==> config.mk <==
export PLATFORM = sky130hd
export DESIGN_NAME = outbox
export DESIGN_NICKNAME = d
export VERILOG_FILES = /design/src/rtl/xctcmsg_pkg.sv /design/src/rtl/outbox_fifo.sv /design/src/rtl/outbox.sv
export SDC_FILE = /design/constraint.sdc
export NUM_CORES = 1
export LEC_CHECK = 0
export BUFFER_PORTS_ARGS = -buffer_cell sky130_fd_sc_hd__buf_2
export CAP_MARGIN = 25
export CORE_MARGIN = 2
export CORE_UTILIZATION = 55
export DETAILED_ROUTE_END_ITERATION = 7
export PLACE_DENSITY_LB_ADDON = 0.08
export RECOVER_POWER = 50
export SETUP_SLACK_MARGIN = 0.3
export SLEW_MARGIN = 20
export SYNTH_ARGS = -nofsm -noshare
export SYNTH_HDL_FRONTEND = slang
export SYNTH_SLANG_ARGS = --single-unit
==> constraint.sdc <==
create_clock -name clk -period 6.05 [get_ports clk]
set_clock_uncertainty 0.2 [all_clocks]
set_input_delay 0.605 -clock clk [delete_from_list [all_inputs] [get_ports clk]]
set_output_delay 0.605 -clock clk [all_outputs]
set_load 0.03 [all_outputs]
==> src/rtl/xctcmsg_pkg.sv <==
// Shared XCTCMSG types: send requests, network and loopback payloads, writeback records.
package xctcmsg_pkg;

    localparam int unsigned ADDRESS_WIDTH  = 8;
    localparam int unsigned MESSAGE_WIDTH  = 32;
    localparam int unsigned REGISTER_WIDTH = 5;
    localparam int unsigned GL_INDEX_WIDTH = 4;
    localparam int unsigned TAG_WIDTH      = 4;

    typedef logic [ADDRESS_WIDTH-1:0]  address_t;
    typedef logic [MESSAGE_WIDTH-1:0]  message_t;
    typedef logic [REGISTER_WIDTH-1:0] reg_index_t;

    typedef struct packed {
        logic [GL_INDEX_WIDTH-1:0] gl_index;
        logic [TAG_WIDTH-1:0]      tag;
    } passthrough_t;

    typedef struct packed {
        message_t     message;
        address_t     destination;
        reg_index_t   register;
        passthrough_t passthrough;
    } send_queue_data_t;

    typedef struct packed {
        message_t message;
        address_t destination;
    } interface_transmit_data_t;

    typedef struct packed {
        message_t message;
        address_t source;
    } interface_receive_data_t;

    typedef struct packed {
        message_t     value;
        reg_index_t   register;
        passthrough_t passthrough;
    } writeback_arbiter_data_t;

`ifdef XCTCMSG_SARGANTANA
    typedef struct packed {
        logic [GL_INDEX_WIDTH-1:0] payload;
    } commit_safety_request_t;
`else
    typedef struct packed {
        logic reserved;
    } commit_safety_request_t;
`endif

    localparam message_t SEND_OK_VALUE = '0;

    // A message addressed to this core goes to the loopback path instead of the network.
    function automatic logic is_local(input address_t destination, input address_t local_address);
        return destination == local_address;
    endfunction

endpackage

==> src/rtl/outbox_fifo.sv <==
// Synchronous FIFO with flush; head is shown combinationally from storage.
module outbox_fifo #(
    parameter type         T    = logic,
    parameter int unsigned SIZE = 4
) (
    input  logic clk,
    input  logic rst_n,
    input  logic i_flush,
    input  logic i_push,
    input  T     i_data,
    input  logic i_pop,
    output T     o_head_c,
    output logic o_full_c,
    output logic o_empty_c
);

    localparam int unsigned PTR_W = $clog2(SIZE);
    localparam int unsigned CNT_W = PTR_W + 1;

    T                 r_mem [SIZE];
    logic [PTR_W-1:0] r_head_ptr;
    logic [PTR_W-1:0] r_tail_ptr;
    logic [CNT_W-1:0] r_count;
    logic             w_push;
    logic             w_pop;

    assign o_full_c  = r_count == CNT_W'(SIZE);
    assign o_empty_c = r_count == '0;
    assign o_head_c  = r_mem[r_head_ptr];
    assign w_push    = i_push & ~o_full_c;
    assign w_pop     = i_pop & ~o_empty_c;

    // Pointers wrap naturally since SIZE is a power of two.
    always_ff @(posedge clk or negedge rst_n) begin
        if (!rst_n) begin
            r_head_ptr <= '0;
            r_tail_ptr <= '0;
            r_count    <= '0;
        end else if (i_flush) begin
            r_head_ptr <= '0;
            r_tail_ptr <= '0;
            r_count    <= '0;
        end else begin
            if (w_push) r_tail_ptr <= r_tail_ptr + PTR_W'(1);
            if (w_pop)  r_head_ptr <= r_head_ptr + PTR_W'(1);
            case ({w_push, w_pop})
                2'b10:   r_count <= r_count + CNT_W'(1);
                2'b01:   r_count <= r_count - CNT_W'(1);
                default: r_count <= r_count;
            endcase
        end
    end

    always_ff @(posedge clk) begin
        if (w_push && !i_flush) r_mem[r_tail_ptr] <= i_data;
    end

endmodule

==> src/rtl/outbox.sv <==
// Transmit buffer: queues committed sends, routes each to network or loopback, reports completion.
module outbox
    import xctcmsg_pkg::*;
#(
    parameter int unsigned SIZE = 4
) (
    input  logic                     clk,
    input  logic                     rst_n,
    input  logic                     flush,
    input  address_t                 local_address,
    input  logic                     send_queue_outbox_valid,
    output logic                     outbox_send_queue_ready,
    input  send_queue_data_t         send_queue_outbox_data,
    output logic                     outbox_interface_valid,
    input  logic                     interface_outbox_ready,
    output interface_transmit_data_t outbox_interface_data,
    output logic                     outbox_loopback_valid,
    input  logic                     loopback_outbox_ready,
    output interface_receive_data_t  outbox_loopback_data,
    output logic                     outbox_writeback_arbiter_valid,
    input  logic                     writeback_arbiter_outbox_acknowledge,
    output writeback_arbiter_data_t  outbox_writeback_arbiter_data,
    output commit_safety_request_t   outbox_csu_request,
    input  logic                     csu_outbox_grant
);

    send_queue_data_t        w_head;
    logic                    w_full;
    logic                    w_empty;
    logic                    w_push;
    logic                    w_pop;
    logic                    w_local;
    logic                    w_dispatch_enable;
    logic                    r_wb_valid;
    writeback_arbiter_data_t r_wb_data;

    assign outbox_send_queue_ready = csu_outbox_grant & ~w_full;
    assign w_push                  = send_queue_outbox_valid & outbox_send_queue_ready;

    outbox_fifo #(
        .T    (send_queue_data_t),
        .SIZE (SIZE)
    ) u_fifo (
        .clk       (clk),
        .rst_n     (rst_n),
        .i_flush   (flush),
        .i_push    (w_push),
        .i_data    (send_queue_outbox_data),
        .i_pop     (w_pop),
        .o_head_c  (w_head),
        .o_full_c  (w_full),
        .o_empty_c (w_empty)
    );

    // Dispatch only when the completion slot is free or being drained this cycle.
    always_comb begin
        w_local                = 1'b0;
        w_dispatch_enable      = 1'b0;
        outbox_loopback_valid  = 1'b0;
        outbox_interface_valid = 1'b0;
        w_pop                  = 1'b0;

        w_local                = is_local(w_head.destination, local_address);
        w_dispatch_enable      = ~w_empty & (~r_wb_valid | writeback_arbiter_outbox_acknowledge);
        outbox_loopback_valid  = w_dispatch_enable & w_local;
        outbox_interface_valid = w_dispatch_enable & ~w_local;
        w_pop                  = (outbox_loopback_valid & loopback_outbox_ready)
                               | (outbox_interface_valid & interface_outbox_ready);
    end

    assign outbox_interface_data.message     = w_head.message;
    assign outbox_interface_data.destination = w_head.destination;
    assign outbox_loopback_data.message      = w_head.message;
    assign outbox_loopback_data.source       = local_address;

    // Completion record: a pop loads it, a lone ack retires it.
    always_ff @(posedge clk or negedge rst_n) begin
        if (!rst_n) begin
            r_wb_valid <= 1'b0;
            r_wb_data  <= '0;
        end else if (flush) begin
            r_wb_valid <= 1'b0;
        end else if (w_pop) begin
            r_wb_valid            <= 1'b1;
            r_wb_data.value       <= SEND_OK_VALUE;
            r_wb_data.register    <= w_head.register;
            r_wb_data.passthrough <= w_head.passthrough;
        end else if (writeback_arbiter_outbox_acknowledge) begin
            r_wb_valid <= 1'b0;
        end
    end

    assign outbox_writeback_arbiter_valid = r_wb_valid;
    assign outbox_writeback_arbiter_data  = r_wb_data;

`ifdef XCTCMSG_SARGANTANA
    assign outbox_csu_request.payload = send_queue_outbox_data.passthrough.gl_index;
`else
    assign outbox_csu_request = '0;
`endif

endmodule

==> impl_metrics.csv <==
group,metric,value,unit
synth,ys_top_cells_by_count,"212 x edfxtp_1, 114 x buf_4, 53 x mux4_2",
grt,first_global_vias,4461,
clocking,clkTransAtPathRegs,0.06,ns
clocking,numCtsBuffers,24,
clocking,cts_sinks,233,
timing,worst_pin_slew,1.33,ns
power,powerDensity,431,nW/um^2
critical_path,crit_family,"simple AND/OR/NAND/NOR gates",
route,drt_wl_total,16300,um
cells_and_area,drive_gt1_share,30.7,%
route,dr.pass1.iters,4,
grt,grt_usage,17.4,%
synth,syn_inst,503,
run_status,status,"completed",
min_path,hold_class,"in2reg",
critical_path,max_stage_delay,0.89,ns
cells_and_area,area_delta_synth_final,10.8,%
critical_path,worst_path_max_delay_cell,"dfrtp_4",
critical_path,cp_data_required_time,6.24,ns
route,vias,4477,
cells_and_area,diodes,0,
floorplan,core_area,17200,sq um
cells_and_area,final_cells,850,
clocking,insertion_delay,0.51,ns
synth,synth_async_sr_flop_share,9.01,%
timing,slew_violations,0,
route,ant_nets,0,
grt,antenna_found_initial,0,
power,irDropWorstVdd,0.000320,V
clocking,clock_path_buffers,3,
floorplan,num_io_pins,199,
grt,grt_max_degree,37,
power,p_leak,3.64,nW
timing,worst_hold_slack,0.158,ns
placed_design,port_buffers,165,
run,drv_cap,0,
synth,ys.flop_type,"edfxtp_1",
synth,yosys.area.top_type,"edfxtp_1",
synth,synth_most_common_cell,"edfxtp_1",
grt,grt_pass1_wl,24300,um
timing,max-slew-margin-rel,11.5,%
timing,finalSetupViolations,0,
synth,yosys_warnings,0,
critical_path,cp-start-kind,"flop",
placed_design,place_congestion,0.724,
placed_design,dpl.cell_count,805,
route,wl_per_cell,19.1,um
timing,hold_violations,0,
synth,synthDominantCellAreaShare,65.7,%
critical_path,worstPathMaxFanout,36,
synth,ys_seq_area_share,71.2,%
synth,synth_edf_count,212,
grt,grt-ovfl-total,0,
synth,syn_area,9680,sq um
synth,ys_top_cells_by_area,"edfxtp_1 66%, mux4_2 12%, buf_4 8.8%, dfrtp_1 5.4%, mux2_1 1.5%",
clocking,cts_tree,"done",
clocking,cts_hold_buf,1,
critical_path,crit_buf_inv,0,
cells_and_area,layout.nets,681,
floorplan,dieArea,18700,sq um
clocking,cts.repair.resized,0,
critical_path,cp.arrival,4.40,ns
route,vias_per_cell,5.27,
synth,ys_ff_latch,233,
synth,synth_area_per_cell,19.3,sq um
floorplan,fp.dieH,137,um
route,route.detailed.drc,0,
floorplan,die_w,137,um
clocking,post-cts-setup-buffers,0,
timing,fin_tns_setup,0,ns
critical_path,setup.worst_path.class,"reg2reg",
timing,rsz0062_at_grt,"no",
floorplan,core.rowCount,48,
floorplan,start_util,56.2,%
timing,max_freq,0.238,GHz
critical_path,critical_path.cell_chain,"mux4_2, xnor2_1, nand4_1, o21bai_2, and2_1, nor2_1, fa_1, or3_1, nand2_1, mux2i_1, mux2_2",
clocking,cts_root_buffer,"clkbuf_16",
timing,fin_crit_sh,69.6,%
route,drtIter0Drc,231,
synth,ys_types,37,
placed_design,hpwl,10100,um
critical_path,end_kind,"flop",
clocking,htree_levels,1,
timing,period_needed,4.21,ns
through the flow:
stage / total power [mW] / cell area [sq um] / worst slack (ns) / utilization [%]
after floorplan: 3.21 / 9800 / 0.185 / -
final: 4.62 / 10700 / 1.84 / 62.2
after global routing: 4.82 / 10700 / 1.53 / 62.2
after CTS: 4.70 / 10800 / 1.77 / 62.9
after detailed placement: 3.33 / 10100 / 1.78 / 58.5
after global placement: 3.32 / 10100 / 1.87 / 58.5
per-layer routing:
layer | vias to the layer above | wire length [um] | track usage (%)
met2 | 165 | 8120 | 28.6
met1 | 2262 | 6690 | 24.0
met3 | 23 | 1180 | 4.00
met5 | - | 0 | 0
li1 | 2027 | - | -
met4 | 0 | 285 | 4.34
cell families (layout without fill, tap and decap cells):
| family | after synthesis | after routing | synth area share, % |
|---|---|---|---|
| compound gates | 13 | 13 | 1.20 |
| mux | 69 | 69 | 14.2 |
| simple gates | 40 | 40 | 2.22 |
| xor+xnor | 9 | 9 | 0.814 |
| fa+ha+maj | 5 | 5 | 0.724 |
| flops | 233 | 233 | 71.2 |
| other cells | 1 | 33 | 0.0387 |
| buf+inv | 133 | 223 | 9.66 |
where the power goes:
part / switching [mW] / internal, mW / leakage, nW
clock network: 0.565 / 0.796 / 0.360
registers: 0.116 / 1.86 / 2.17
logic: 0.820 / 0.464 / 1.10
layout by cell type, fill, tap and decap left out, drive strengths merged, types with 2 or more instances in the layout:
master      n
nor2b       2
nor3b       4
edfxtp    212
mux4       53
dfrtp      21
nor2        9
and2        3
clkinv     12
mux2       15
inv         3
nor3        2
conb       33
xnor2       9
clkinvlp    2
nand2b      4
o211ai      2
a21oi       3
or3         4
nand4       2
clkbuf    107
nand3       4
nand2       5
ha          4
buf        97
o311ai      2
worst register-to-register path, stage by stage, from the launching register on:
cell,delay (ns)
dfrtp_4,0.89
mux4_2,0.64
xnor2_1,0.17
nand4_1,0.18
o21bai_2,0.38
and2_1,0.28
nor2_1,0.08
fa_1,0.48
or3_1,0.38
nand2_1,0.07
mux2i_1,0.07
mux2_2,0.28
final timing paths:
kind                                                       start  slack [ns]  cells after the start                                to
max in group asynchronous                                  rst_n        4.05                      2              u_fifo.r_head_ptr[0]
worst min register to register  outbox_writeback_arbiter_data[1]        0.28                      1  outbox_writeback_arbiter_data[1]
min in group asynchronous                                  rst_n        0.70                      2                 u_fifo.r_count[2]
worst max register to register              u_fifo.r_head_ptr[0]        1.84                     11                 u_fifo.r_count[2]
worst max-delay path                        u_fifo.r_head_ptr[0]        1.84                     11                 u_fifo.r_count[2]
worst min-delay path                  send_queue_outbox_data[15]        0.16                      1               u_fifo.r_mem[0][15]
flip-flops by register name, indices dropped and copies added, names as in the netlist:
register / cells
outbox_writeback_arbiter_data: 13
outbox_writeback_arbiter_valid: 1
u_fifo.r_mem: 212
u_fifo.r_tail_ptr: 2
u_fifo.r_count: 3
u_fifo.r_head_ptr: 2
cell type report:
cell class                      count  area [sq um]
Inverter                            3          11.3
Fill cell                        1279          6510
Sequential cell                   233          6900
Tap cell                          225           282
Clock buffer                       29           641
Timing Repair Buffer              176           808
Clock inverter                     15           101
Multi-Input combinational cell    169          1990
Note: power is estimated with default switching activity, not from simulation.
